==> src/rtl/sync_fifo_param.sv <==
// Parametrised single-clock FIFO with valid/ready on both sides,
// first-word-fall-through read, occupancy count, almost flags, synchronous
// flush and a peak-occupancy monitor.
module sync_fifo_param #(
  parameter int DATA_WIDTH    = 32,
  parameter int ADDR_WIDTH    = 4,
  parameter int AFULL_THRESH  = 12,
  parameter int AEMPTY_THRESH = 2
) (
  input  logic                  clk,
  input  logic                  rst,
  input  logic                  flush,
  input  logic                  in_valid,
  output logic                  in_ready,
  input  logic [DATA_WIDTH-1:0] in_data,
  output logic                  out_valid,
  input  logic                  out_ready,
  output logic [DATA_WIDTH-1:0] out_data,
  output logic [ADDR_WIDTH:0]   count,
  output logic                  almost_full,
  output logic                  almost_empty,
  output logic [ADDR_WIDTH:0]   max_level
);

  localparam int DEPTH = 1 << ADDR_WIDTH;
  localparam int PW    = ADDR_WIDTH + 1;
  localparam logic [PW-1:0] AFULL_T  = PW'(AFULL_THRESH);
  localparam logic [PW-1:0] AEMPTY_T = PW'(AEMPTY_THRESH);

  logic [DATA_WIDTH-1:0] mem [DEPTH];

  logic [PW-1:0] wptr_q, wptr_d;
  logic [PW-1:0] rptr_q, rptr_d;
  logic [PW-1:0] count_q, count_d;
  logic [PW-1:0] max_level_q, max_level_d;

  logic full;
  logic empty;
  logic push;
  logic pop;

  // Status decodes come only from registered pointers/count, so the
  // handshake outputs never depend combinationally on the opposite side.
  always_comb begin
    empty        = (wptr_q == rptr_q);
    full         = (wptr_q[ADDR_WIDTH] != rptr_q[ADDR_WIDTH]) &&
                   (wptr_q[ADDR_WIDTH-1:0] == rptr_q[ADDR_WIDTH-1:0]);
    in_ready     = !full;
    out_valid    = !empty;
    push         = in_valid && !full;
    pop          = out_ready && !empty;
    count        = count_q;
    max_level    = max_level_q;
    almost_full  = (count_q >= AFULL_T);
    almost_empty = (count_q <= AEMPTY_T);
    out_data     = mem[rptr_q[ADDR_WIDTH-1:0]];
  end

  // Next-state for pointers, occupancy and peak; flush discards any
  // same-cycle push/pop.
  always_comb begin
    wptr_d      = wptr_q;
    rptr_d      = rptr_q;
    count_d     = count_q;
    max_level_d = max_level_q;
    if (flush) begin
      wptr_d      = '0;
      rptr_d      = '0;
      count_d     = '0;
      max_level_d = '0;
    end else begin
      if (push) begin
        wptr_d = wptr_q + PW'(1);
      end
      if (pop) begin
        rptr_d = rptr_q + PW'(1);
      end
      if (push && !pop) begin
        count_d = count_q + PW'(1);
      end else if (pop && !push) begin
        count_d = count_q - PW'(1);
      end
      if (count_d > max_level_q) begin
        max_level_d = count_d;
      end
    end
  end

  // Control state register; reset outranks flush, which outranks traffic.
  always_ff @(posedge clk) begin
    if (rst) begin
      wptr_q      <= '0;
      rptr_q      <= '0;
      count_q     <= '0;
      max_level_q <= '0;
    end else begin
      wptr_q      <= wptr_d;
      rptr_q      <= rptr_d;
      count_q     <= count_d;
      max_level_q <= max_level_d;
    end
  end

  // Storage write; contents are never cleared, a flushed push is dropped.
  always_ff @(posedge clk) begin
    if (push && !flush && !rst) begin
      mem[wptr_q[ADDR_WIDTH-1:0]] <= in_data;
    end
  end

endmodule

==> config.mk <==
export PLATFORM = sky130hd
export DESIGN_NAME = sync_fifo_param
export DESIGN_NICKNAME = d
export VERILOG_FILES = /design/src/rtl/sync_fifo_param.sv
export SDC_FILE = /design/constraint.sdc
export NUM_CORES = 1
export LEC_CHECK = 0
export ABC_AREA = 1
export ABC_CLOCK_PERIOD_IN_PS = 5800
export CAP_MARGIN = 20
export CORE_ASPECT_RATIO = 1.1
export CORE_MARGIN = 2
export CORE_UTILIZATION = 45
export DETAILED_ROUTE_END_ITERATION = 8
export GPL_TIMING_DRIVEN = 0
export PLACE_DENSITY_LB_ADDON = 0.3
export SYNTH_ARGS = -nofsm -noshare
export SYNTH_HDL_FRONTEND = slang
export SYNTH_SLANG_ARGS = --single-unit
==> constraint.sdc <==
create_clock -name clk -period 5.8 [get_ports clk]
set_input_delay 1.16 -clock clk [delete_from_list [all_inputs] [get_ports clk]]
set_output_delay 1.16 -clock clk [all_outputs]
set_load 0.01 [all_outputs]
==> out/metrics.yaml <==
outcome: "finished, final reports clean"
hold_path_depth: 2
worstPathArrival_ps: 3830
ant_nets: 0
postCtsSetupBuffers: 0
worst_pin_slew_ps: 1160
cts-resized-gates: 0
dr_wl_met3_um: 5670
timing.fmax_mhz: 200
start_util: 0.455
cp.depth: 8
cp_top_family: "buffers and inverters"
die_x_um: 214
start_kind: "flop"
post-synth-top-count-cell: "edfxtp_1"
grt_max_degree: 26
final.min_clock_period_ps: 4990
postCtsHoldBufs: 0
worst-path-max-fanout: 10
rsz0062_at_grt: "no"
async_reset_ff_frac: 0
syn_area_um2: 21800
synthCells: 1560
synthFlopType: "edfxtp_1"
vias_per_cell: 5.68
first_pass_iters: 5
utilization: 0.534
routabilityCongestion: 0.819
die-area_um2: 50200
grt_pass1_vias: 13300
cap_violations: 0
ys_warn_count: 0
chipHeight_um: 235
drt-total-wl_um: 59300
synth_seq_cells: 536
ys_types: 31
hpwl_um: 37900
powerDensity_nw_per_um2: 311
cts_made_buffers: 51
synth_commonest_cells: "512 x edfxtp_1, 172 x o21ai_0, 153 x inv_1, 142 x a21oi_1, 129 x o211ai_1"
grt_use_total: 0.239
ios: 83
critPathCaptureType: "output pin"
cp_data_required_time_ps: 4640
area_growth_pct: 17.3
ctsRootBufferMaster: "clkbuf_16"
vdd_drop_max_uv: 227
htree_levels: 2
core-area_um2: 47800
cts_tree: "yes"
hold_violations: 0
num_antenna_cells: 0
setup_tns_ps: 0
num_rows: 84
setup_viol: 0
met2_length_um: 28600
ys_seq_area_frac: 0.728
synth.net_count: 1610
highest_layer: "met4"
slew_headroom: 0.226
skew_ps: 22.5
wl_per_cell_um: 24.7
critPathBufInv: 5
synthDominantCellAreaShare: 0.706
crit_chain: "clkbuf_1 > inv_1 > clkbuf_1 > clkbuf_1 > o211ai_1 > nand3_1 > nand2_1 > clkdlybuf4s50_1"
portBuffers: 82
clk_latency_ps: 580
synth_top_cell_by_area: "edfxtp_1"
clk_path_buf_depth: 3
drive_above_1_share: 0.0944
drtIter0Drc: 1611
hp-class: "reg -> reg"
drc: 0
synth.area.top_cells: "edfxtp_1 71%, mux2i_1 5.9%, o211ai_1 4.4%, o21ai_0 4.0%, a21oi_1 3.3%"
num_vias: 13700
fin_nets: 1771
hold_slack_ps: 483
antenna_found_initial: 0
clock_sinks: 536
synth_edf_count: 512
reg2reg_depth: 23
path_class: "reg -> out"
cp_common_cell: "clkbuf_1"
power_leakage_nw: 8.38
slowest_stage: "clkbuf_1"
clkTransAtPathRegs_ps: 60
drv_slew: 0
met1_length_um: 23300
slowest_delay_ps: 810
grt_pass1_wl_um: 86700
postSynthAreaPerCell_um2: 14.0
overflow: 0
final.period_utilization: 0.860
## worst paths after layout
check | from | slack, ps | end
worst max-delay path | flop | 810 | out_data[7]
worst min-delay path | wptr_q[4]$_SDFFE_PP0P_ | 480 | wptr_q[4]$_SDFFE_PP0P_
worst max register to register | wptr_q[1]$_SDFFE_PP0P_ | 2760 | max_level[0]$_SDFFE_PP0N_
worst min register to register | wptr_q[4]$_SDFFE_PP0P_ | 480 | wptr_q[4]$_SDFFE_PP0P_
## area by class of cell
class / instances / area [µm²]
fill: 3861 / 22300
buffer: 94 / 433
timing repair buffer: 108 / 1270
sequential: 536 / 15900
clock inverter: 29 / 273
tap: 645 / 807
clock buffer: 61 / 1310
multi-input combinational: 769 / 4990
inverter: 161 / 614
## worst min-delay path, cell delays in order (launching register included)
cell	delay, ps
dfxtp_1	310
inv_1	60
a21oi_1	60
## cells by family after synthesis
logic type                 after synthesis  share of synthesized area
AOI/OAI and AO/OA                      444                      0.117
DFF                                    536                      0.728
xor gates and xnor gates                 7                    0.00282
muxes                                  128                     0.0588
adders and majority gates               13                    0.00747
buffers and inverters                  255                     0.0481
and+or+nand+nor                        177                     0.0376
## cells in the final DEF, fill, tap and decap left out, types with 2 or more instances in the layout
| cell type | netlist | final |
|---|---|---|
| inv_4 | 2 | 2 |
| dfxtp_1 | 24 | 24 |
| buf_16 | 0 | 4 |
| a21oi_1 | 142 | 142 |
| mux2i_1 | 128 | 128 |
| nor2_4 | 1 | 14 |
| xnor2_1 | 3 | 3 |
| edfxtp_1 | 512 | 512 |
| o211ai_1 | 129 | 129 |
| inv_1 | 153 | 153 |
| buf_2 | 13 | 13 |
| clkinvlp_4 | 0 | 2 |
| inv_6 | 0 | 3 |
| clkdlybuf4s50_1 | 0 | 82 |
| nand3_1 | 45 | 45 |
| inv_2 | 5 | 5 |
| bufinv_16 | 0 | 5 |
| buf_6 | 0 | 11 |
| nor2_2 | 2 | 2 |
| ha_1 | 13 | 13 |
| buf_4 | 17 | 17 |
| clkinv_2 | 0 | 7 |
| xor2_1 | 4 | 4 |
| nand2_2 | 5 | 5 |
| clkbuf_1 | 57 | 67 |
| clkinv_1 | 0 | 11 |
| nand2_1 | 78 | 78 |
| buf_12 | 0 | 10 |
| nor3_2 | 0 | 3 |
| clkbuf_16 | 0 | 51 |
| buf_1 | 7 | 7 |
| nor2_1 | 33 | 20 |
| nand2_4 | 5 | 5 |
| o21ai_0 | 172 | 172 |
## through the flow
stage	area, µm²	total power, W	setup slack [ps]	cells
after global routing	25600	0.00817	728	2403
after global placement	23400	0.00481	-2040	2287
after floorplan	21800	0.00459	1440	1560
after CTS	25600	0.00798	885	2403
final	25600	0.00795	812	2403
after detailed placement	24000	0.00482	1520	2313
## per-layer routing
metal / vias up / global-route usage
met2: 739 / 0.387
met1: 6688 / 0.333
met5: - / 0
li1: 6111 / -
met3: 113 / 0.0346
met4: 0 / 0.0812
## registers in the layout (all words and copies together), names as in the netlist, named ones only
| signal | cells |
|---|---|
| rptr_q | 5 |
| wptr_q | 5 |
| max_level | 5 |
| mem | 512 |
| count | 5 |
## where the power goes
group	total, W	internal [W]	leakage (nW)	switching (W)
Clock	0.00321	0.00183	0.770	0.00138
Combinational	0.000466	0.000175	2.81	0.000290
Sequential	0.00427	0.00426	4.80	0.0000135
No activity file was read; power rests on OpenSTA's default activity.
